[config.mk]
export PLATFORM = sky130hd
export DESIGN_NAME = ifetch_buffer
export DESIGN_NICKNAME = d
export VERILOG_FILES = /design/src/rtl/ifetch_buffer.sv
export SDC_FILE = /design/constraint.sdc
export NUM_CORES = 1
export LEC_CHECK = 0
export CAP_MARGIN = 20
export CORE_MARGIN = 2
export CORE_UTILIZATION = 40
export CTS_CLUSTER_DIAMETER = 120
export DETAILED_ROUTE_END_ITERATION = 16
export PLACE_DENSITY = 0.7
export SLEW_MARGIN = 25
export SYNTH_ARGS = -nofsm -noshare
export SYNTH_HDL_FRONTEND = slang
export SYNTH_SLANG_ARGS = --single-unit
[constraint.sdc]
create_clock -name clk -period 10.3 [get_ports clk]
set_input_delay 1.545 -clock clk [delete_from_list [all_inputs] [get_ports clk]]
set_output_delay 1.545 -clock clk [all_outputs]
set_load 0.005 [all_outputs]
[src/rtl/ifetch_buffer.sv]
// ifetch_buffer: instruction prefetch buffer between a multi-cycle instruction
// memory and the fetch stage.
//
// Issues sequential word fetches over a req/ack handshake. Each returned word is
// stored with its PC in a small FIFO, and the fetch stage pops that FIFO under
// f_stall. A redirect flushes the FIFO and restarts fetch at redirect_pc. A fetch
// that is already in flight cannot be withdrawn, so it is drained and its data
// is dropped.
//
// Ports
//   clk, rst_n           : clock (rising edge), asynchronous active-low reset
//   mem_req, mem_addr    : registered fetch request and word address
//   mem_ack, mem_rdata   : memory response, valid only while mem_req is high
//   redirect, redirect_pc: flush the buffer and restart fetch at redirect_pc
//   f_stall              : the fetch stage cannot take the head entry
//   f_valid, f_instr, f_pc: head of the FIFO
module ifetch_buffer #(
  parameter int          DEPTH    = 4,
  parameter logic [31:0] RESET_PC = 32'h0000_0000
) (
  input  logic        clk,
  input  logic        rst_n,
  output logic        mem_req,
  output logic [31:0] mem_addr,
  input  logic        mem_ack,
  input  logic [31:0] mem_rdata,
  input  logic        redirect,
  input  logic [31:0] redirect_pc,
  input  logic        f_stall,
  output logic        f_valid,
  output logic [31:0] f_instr,
  output logic [31:0] f_pc
);

  localparam int AW = $clog2(DEPTH);
  localparam int CW = AW + 1;

  typedef enum logic [1:0] {IDLE, WAIT, DRAIN} state_e;

  state_e          state_q, state_d;
  logic [31:0]     fetch_pc_q, fetch_pc_d;
  logic [CW-1:0]   count_q, count_d, count_nx;
  logic [AW-1:0]   rptr_q, rptr_d, wptr_q, wptr_d;
  logic            req_q, req_d;
  logic [31:0]     addr_q, addr_d;
  logic [31:0]     pc_mem_q    [DEPTH];
  logic [31:0]     instr_mem_q [DEPTH];
  logic            pop, push;

  // The head shown in a redirect cycle is squashed by the fetch stage,
  // so it is not consumed here.
  assign pop  = (count_q != '0) && !f_stall && !redirect;
  assign push = (state_q == WAIT) && mem_ack && !redirect;
  assign count_nx = count_q + CW'(push) - CW'(pop);

  always_comb begin
    state_d    = state_q;
    fetch_pc_d = fetch_pc_q;
    count_d    = count_q;
    rptr_d     = rptr_q;
    wptr_d     = wptr_q;
    req_d      = req_q;
    addr_d     = addr_q;
    if (redirect) begin
      count_d    = '0;
      rptr_d     = '0;
      wptr_d     = '0;
      fetch_pc_d = {redirect_pc[31:2], 2'b00};
      // An outstanding request stays up until acked; its data is never kept.
      if (state_q == WAIT || state_q == DRAIN) begin
        if (mem_ack) begin
          req_d   = 1'b0;
          state_d = IDLE;
        end else begin
          state_d = DRAIN;
        end
      end
    end else begin
      count_d = count_nx;
      if (pop)  rptr_d = rptr_q + AW'(1);
      if (push) wptr_d = wptr_q + AW'(1);
      unique case (state_q)
        IDLE: begin
          if (count_q < CW'(DEPTH)) begin
            req_d      = 1'b1;
            addr_d     = fetch_pc_q;
            fetch_pc_d = fetch_pc_q + 32'd4;
            state_d    = WAIT;
          end
        end
        WAIT: begin
          if (mem_ack) begin
            // Back-to-back issue keeps a zero-wait memory at one word/cycle.
            if (count_nx < CW'(DEPTH)) begin
              addr_d     = fetch_pc_q;
              fetch_pc_d = fetch_pc_q + 32'd4;
            end else begin
              req_d   = 1'b0;
              state_d = IDLE;
            end
          end
        end
        DRAIN: begin
          if (mem_ack) begin
            req_d   = 1'b0;
            state_d = IDLE;
          end
        end
        default: begin
          req_d   = 1'b0;
          state_d = IDLE;
        end
      endcase
    end
  end

  always_ff @(posedge clk or negedge rst_n) begin
    if (!rst_n) begin
      state_q    <= IDLE;
      fetch_pc_q <= RESET_PC;
      count_q    <= '0;
      rptr_q     <= '0;
      wptr_q     <= '0;
      req_q      <= 1'b0;
      addr_q     <= '0;
    end else begin
      state_q    <= state_d;
      fetch_pc_q <= fetch_pc_d;
      count_q    <= count_d;
      rptr_q     <= rptr_d;
      wptr_q     <= wptr_d;
      req_q      <= req_d;
      addr_q     <= addr_d;
    end
  end

  always_ff @(posedge clk or negedge rst_n) begin
    if (!rst_n) begin
      for (int i = 0; i < DEPTH; i++) begin
        pc_mem_q[i]    <= '0;
        instr_mem_q[i] <= '0;
      end
    end else if (push) begin
      pc_mem_q[wptr_q]    <= addr_q;
      instr_mem_q[wptr_q] <= mem_rdata;
    end
  end

  assign mem_req  = req_q;
  assign mem_addr = addr_q;
  assign f_valid  = (count_q != '0);
  assign f_instr  = instr_mem_q[rptr_q];
  assign f_pc     = pc_mem_q[rptr_q];

endmodule

==> flow_summary.yaml <==
yosys:
  async_reset_ff_frac: 1.000
  synth-seq-cells: 318
  yosysSeqAreaShare: 0.5527
  synth_area_mm2: 0.01440
  yosysWarningCount: 0
  ys_types: 62
  synth_edf_count: 0
  synth-main-ff-cell: "dfrtp_1"
  synth.avg_cell_area_um2: 15.06
  syn-instance-count: 956
clock_network:
  numCtsBuffers: 36
  path_clk_slew_ns: 0.06
  clock-sinks: 318
  ctsResizeCount: 0
  clk_latency_ns: 0.53
  tritoncts: "built"
  postCtsSetupBuffers: 0
  cts_root_buf: "clkbuf_16"
  cts_hold_buf: 0
  cts.path.max_buffers: 3
  ctsHtreeMaxLevel: 2
final_layout:
  fin_area_mm2: 0.01766
  final_cell_mix: "316 x dfrtp_1, 281 x mux2_2, 158 x clkdlybuf4s50_1"
  n_fill_cell: 3027
  layout_commonest_cell: "dfrtp_1"
  utilization: 0.4976
  n_antenna_cell: 0
  syn_to_final_growth_pct: 22.63
  final_cells: 1593
  drive_above_1_share: 0.3843
  nets: 1184
setup_path:
  cp-start-kind: "input pin"
  cpMaxStageDelayCell: "nor2_2"
  path_cells: "clkdlybuf4s50_1 -> nand2_1 -> nor2_2 -> inv_1 -> ha_1 -> inv_1 -> ha_1 -> inv_1 -> fa_1 -> xor2_4 -> o32ai_2 -> nor2_4 -> nor2_2 -> buf_4 -> mux2_2"
  critical_path_arrival_ns: 6.35
  required_ns: 10.70
  path_max_fanout: 20
  cp-end-kind: "register"
  crit_top_cell: "inv_1"
  rrSetupSlack_ns: 5.20
  cp_slowest_stage_delay_ns: 0.70
  worstRegToRegCells: 16
  worstReg2RegEnd: "mem_addr[23]$_DFFE_PN0P_"
  critPathKind: "in -> reg"
  reg2reg_from: "state_q[1]$_DFFE_PN0P_"
floorplanning:
  dieArea_mm2: 0.03753
  io-pin-count: 167
  rows: 69
  initial_core_util: 0.4058
  core_area_mm2: 0.03548
  die_w_um: 193.7
  die_height_um: 193.7
pwr:
  switchingPower_mw: 1.314
  netSwitchingFraction: 0.2861
  seq_power_share: 0.400
  p_int_mw: 3.279
  irDropWorstVdd_mv: 0.1835
  p_comb_frac: 0.329
  p_leak_nw: 7.767
  total_power_mw: 4.593
  p_clk_frac: 0.271
  power_density_mw_per_mm2: 260.2
drt:
  drc: 0
  wirelength_um: 31870
  vias: 8549
  first_pass_iters: 4
  drt_iter0_drc: 420
  ant_nets: 0
  vias_per_cell: 5.367
  drt-wirelength-per-cell_um: 20.00
sta:
  fmax_mhz: 168.0
  finClkSkew_ns: 0.01937
  drv_slew: 0
  setup_viol: 0
  finalWorstPathRequiredPeriod_ns: 5.954
  finalCritPeriodShare: 0.5780
  grt_setup_unrepaired: "false"
  holdWs_ns: 0.4972
  fin_setup_tns_ns: 0
  hold_viol: 0
  fin_ws_ns: 4.346
  relSlewSlack: 0.3635
  tightest_slew_ns: 0.9535
run_status:
  status: "finished, final reports clean"
place:
  dpl_cell_area_mm2: 0.01646
  post-place-cells: 1526
  place_ws_ns: 3.834
  io_buffers: 160
  place_hpwl_um: 19560
  gp_congestion: 0.7713
global_route:
  antenna_found_initial: 1
  grt_usage: 0.1729
  overflow: 0
  grt_pass1_vias: 9160
  grt_pass1_wl_um: 51980
  grt_max_degree: 103
  top_usage_layer: "met2"
  grt_util_met3: 0.04018
  gr-usage-met1: 0.2351
  gr-usage-met2: 0.2829
min_path:
  hold_end: "pc_mem_q[15]$_DFFE_PN0P_"
  hold_path_class: "reg -> reg"
  hold_depth: 1
  min-delay-start: "pc_mem_q[15]$_DFFE_PN0P_"
job:
  cap_violations: 0
==> cell usage after synthesis (4+ instances only) <==
cell type / count / area, µm²
inv_1: 15 / 56.30
nand4_1: 6 / 37.54
a21oi_1: 7 / 35.03
buf_2: 8 / 40.04
clkbuf_1: 39 / 146.4
o21ai_0: 8 / 40.04
a2111oi_2: 7 / 105.1
nor3_1: 5 / 25.02
a211oi_1: 6 / 45.04
xor2_1: 10 / 87.58
nor4_1: 4 / 25.02
and3_1: 4 / 25.02
xnor2_1: 14 / 122.6
buf_1: 4 / 15.01
mux4_2: 62 / 1396
nand3_1: 9 / 45.04
nor2b_1: 5 / 31.28
o21ai_1: 12 / 60.06
buf_4: 9 / 67.56
nor2_1: 15 / 56.30
ha_1: 10 / 125.1
dfrtp_1: 318 / 7958
nand2_1: 42 / 157.7
mux2i_1: 4 / 40.04
mux2_2: 281 / 3164
==> power by group through the flow <==
stage	Combinational [mW]	Clock [mW]	Sequential [mW]
after floorplan	0.895	0	1.73
after global placement	1.50	0	1.85
after detailed placement	1.53	0	1.86
after CTS	1.54	1.28	1.84
after global routing	1.63	1.34	1.89
final	1.51	1.25	1.84
==> sequential cells by signal, summed over array words and instances (netlist names), 2 cells and up <==
register	count
wptr_q	2
state_q	2
rptr_q	2
pc_mem_q	120
count_q	3
mem_addr	30
fetch_pc_q	30
instr_mem_q	128
==> routing by layer <==
metal  vias to the layer above  share of wire
met5                         -        0.00041
li1                       3844              -
met4                         2          0.016
met3                        43          0.053
met2                       183           0.48
met1                      4477           0.45
==> cell families (layout without fill, tap and decap cells) <==
group / count (synthesis) / after routing / synth area share
flops: 318 / 318 / 0.5527
compound gates: 69 / 69 / 0.03807
mux: 349 / 349 / 0.3211
xor+xnor: 25 / 25 / 0.01651
buf+inv: 76 / 249 / 0.02338
simple gates: 107 / 107 / 0.03789
other cells: 1 / 4 / 0.0002605
fa+ha+maj: 11 / 11 / 0.01008
==> worst max-delay path, delay by kind of cell <==
family | cells | cell delay, ns
simple gates | 4 | 1.56
buf+inv | 5 | 1.20
fa+ha+maj | 3 | 0.89
compound gates | 1 | 0.54
mux | 1 | 0.38
xor+xnor | 1 | 0.22
==> layout make-up <==
class	instances	area, µm²	share of cell area
flip-flops and latches	318	7965	0.4511
multi-input cells	565	6185	0.3503
repair buffers	168	1705	0.09659
clock buffers	58	1115	0.06314
well taps	461	576.8	0.03267
inverters	15	56.30	0.003189
clock inverters	8	52.55	0.002976
==> how the worst max path moves through the flow <==
stage | depth (start not counted) | start | to | slack, ns
5_1_grt | 15 | mem_ack | mem_addr[23]$_DFFE_PN0P_ | 4.10
2_1_floorplan | 15 | redirect | mem_addr[25]$_DFFE_PN0P_ | 5.44
6_report | 15 | mem_ack | mem_addr[23]$_DFFE_PN0P_ | 4.35
3_5_place_dp | 15 | mem_ack | mem_addr[26]$_DFFE_PN0P_ | 3.83
4_1_cts | 15 | mem_ack | mem_addr[23]$_DFFE_PN0P_ | 4.37
3_3_place_gp | 15 | mem_ack | mem_addr[30]$_DFFE_PN0P_ | 3.97
(Power assumes the default switching activity.)
==> RTL change: new RTL, same settings <==
Make the reset (`rst_n`) synchronous in 2 clocked blocks. Comments in the files are not updated.
--- a/src/rtl/ifetch_buffer.sv
+++ b/src/rtl/ifetch_buffer.sv
@@ -116,3 +116,3 @@
 
-  always_ff @(posedge clk or negedge rst_n) begin
+  always_ff @(posedge clk) begin
     if (!rst_n) begin
@@ -136,3 +136,3 @@
 
-  always_ff @(posedge clk or negedge rst_n) begin
+  always_ff @(posedge clk) begin
     if (!rst_n) begin
Formal check against the unedited RTL: differs if rst_n is asserted again (counterexample within 4 cycles, from zero or initial values and one cycle with rst_n low); with rst_n held inactive, the same outputs for 4 cycles.
==> RTL change against the original RTL <==
Routed wire length increased by 7.2%; design area decreased by 0.89%; critical endpoint is now fetch_pc_q[23]; synthesized area decreased by 1.2%; sequential share of layout area increased by 5.7 points; first-iteration DRC count increased by 48%; register-to-register slack improved by 1.0 ns; setup slack improved by 0.89 ns; maximum frequency increased by 18%; synthesized cell count increased by 8.9%; count of clock-buffer cells in the layout decreased by 15; non-clock buffer count increased by 7; sequential cell count increased by 2.
Power is not compared: it rests on default switching activity, and its combinational part moved more than twofold at a synthesized area within 25%.
==> RTL change: results (changes against the original RTL) <==
\begin{tabular}{lr}
\hline
Metric & Value \\
\hline
\multicolumn{2}{l}{\textbf{Logic synthesis}} \\
Compound-gate portion of the synthesized area & 6.42\% (+2.6 points) \\
Synthesized instance count & 1041 (+8.9\%) \\
Adder-cell share of the synthesized area & 0.580\% (-0.43 points) \\
Number of synthesized flops with an enable pin & 248 (+248) \\
Dominant cells by area after synthesis & edfxtp\_1 (52\%), and2\_1 (11\%), dfxtp\_1 (10\%) \\
Commonest cells in the synthesized netlist & and2\_1 (253), edfxtp\_1 (248), dfxtp\_1 (72) \\
Register area share after synthesis & 62.5\% (+7.2 points) \\
Mux share of post-synthesis cell area & 9.88\% (-22 points) \\
Yosys cell types & 52 (-16\%) \\
Most used flip-flop cell after synthesis & edfxtp\_1 \\
\multicolumn{2}{l}{\textbf{Critical path}} \\
WP data arrival & 5.49 ns (-0.86 ns) \\
CP max FO & 37 (+85\%) \\
Worst reg2reg startpoint & state\_q[1] \\
CP max-delay cell & clkdlybuf4s50\_1 \\
Last element of the critical path & fetch\_pc\_q[23] \\
\multicolumn{2}{l}{\textbf{Drt}} \\
Detailed router's first-iteration violation count & 621 (+48\%) \\
Post-DR wirelength/cell & 20.4 um (+2.1\%) \\
\multicolumn{2}{l}{\textbf{STA}} \\
Slew margin rel. & 31.8\% (-4.6 points) \\
Worst clock skew & 0.0137 ns (-0.00565 ns) \\
\multicolumn{2}{l}{\textbf{Placed design}} \\
Weighted congestion at the end of routability-driven global placement & 0.827 (+7.3\%) \\
Placed insts & 1605 (+5.2\%) \\
Placed wire-length estimate after detailed placement & 19100 um (-2.4\%) \\
\multicolumn{2}{l}{\textbf{Global routing}} \\
Global-route wire length before repair & 52100 um (+0.17\%) \\
Number of antenna violations at the first check in global routing & 3 (+2) \\
Largest net degree at the start of global routing & 72 (-30\%) \\
Global routing usage summed across all routing layers & 18.5\% (+1.2 points) \\
\multicolumn{2}{l}{\textbf{Layout}} \\
Final Net Count & 1257 (+6.2\%) \\
\multicolumn{2}{l}{\textbf{Status}} \\
Run status & finished clean \\
\multicolumn{2}{l}{\textbf{CTS}} \\
Skew-Pair Late Insertion Delay & 0.51 ns (-0.02 ns) \\
\hline
\end{tabular}
## RTL change: area by class of cell
type / count / area, um^2 / area share, %
flip-flops and latches: 320 / 8900 / 50.8
multi-input cells: 642 / 5090 / 29.1
repair buffers: 175 / 1740 / 9.94
clock buffers: 43 / 980 / 5.60
well taps: 461 / 577 / 3.30
clock inverters: 23 / 188 / 1.07
inverters: 7 / 26.3 / 0.150
diodes: 2 / 5.00 / 0.0286
## RTL change: how the worst min path moves through the flow
stage / endpoint / start / depth (start not counted) / slack, ns
floorplan: mem_addr[14] / fetch_pc_q[14] / 2 / 0.46
global placement: mem_addr[14] / fetch_pc_q[14] / 2 / 0.48
detailed placement: mem_req / mem_req / 1 / 0.48
CTS: mem_addr[23] / fetch_pc_q[23] / 2 / 0.49
global route: mem_req / mem_req / 1 / 0.53
finish: mem_addr[15] / fetch_pc_q[15] / 2 / 0.50
## RTL change: power by group
part | leakage, uW | internal [uW] | switching (uW)
combinational | 0.00233 | 109 | 129
sequential | 0.00316 | 1450 | 35.1
clock | 0.000569 | 734 | 520
## RTL change: per-stage QoR
| step | total power (uW) | util (%) | hold slack (ns) | setup slack (ns) | instance area, um^2 |
|---|---|---|---|---|---|
| after CTS | 3010 | 49.5 | 0.490 | 5.25 | 17500 |
| after detailed placement | 1750 | 46.2 | 0.480 | 4.72 | 16300 |
| after global routing | 3080 | 49.6 | 0.530 | 5.02 | 17500 |
| after global placement | 1740 | 46.1 | 0.481 | 4.78 | 16300 |
| final | 2970 | 49.6 | 0.496 | 5.24 | 17500 |
| after floorplan | 1630 | - | 0.458 | 1.35 | 14200 |
## RTL change: critical path, delay by kind of cell
family                     cells  cell delay (ns)
buffers and inverters          1             0.69
and+or+nand+nor                4             1.52
AOI/OAI and AO/OA              2             0.68
xor gates and xnor gates       2             0.47
adders and majority gates      2             0.59
## RTL change: metal layers
metal  routed length, um  global-route usage, %  up-vias  share of wire [%]
met5                   0                      0        -                  0
met4                 822                   5.40        0                2.4
met3                1930                   3.67       49                5.6
met2               16600                   31.3      242                 49
met1               14800                   24.2     4383                 43
li1                    -                      -     4117                  -
## RTL change: cells by family after synthesis
kind of cell,count (synthesis)
flops,320
fa+ha+maj,6
buf+inv,82
mux,63
compound gates,141
other cells,1
xor+xnor,20
simple gates,408
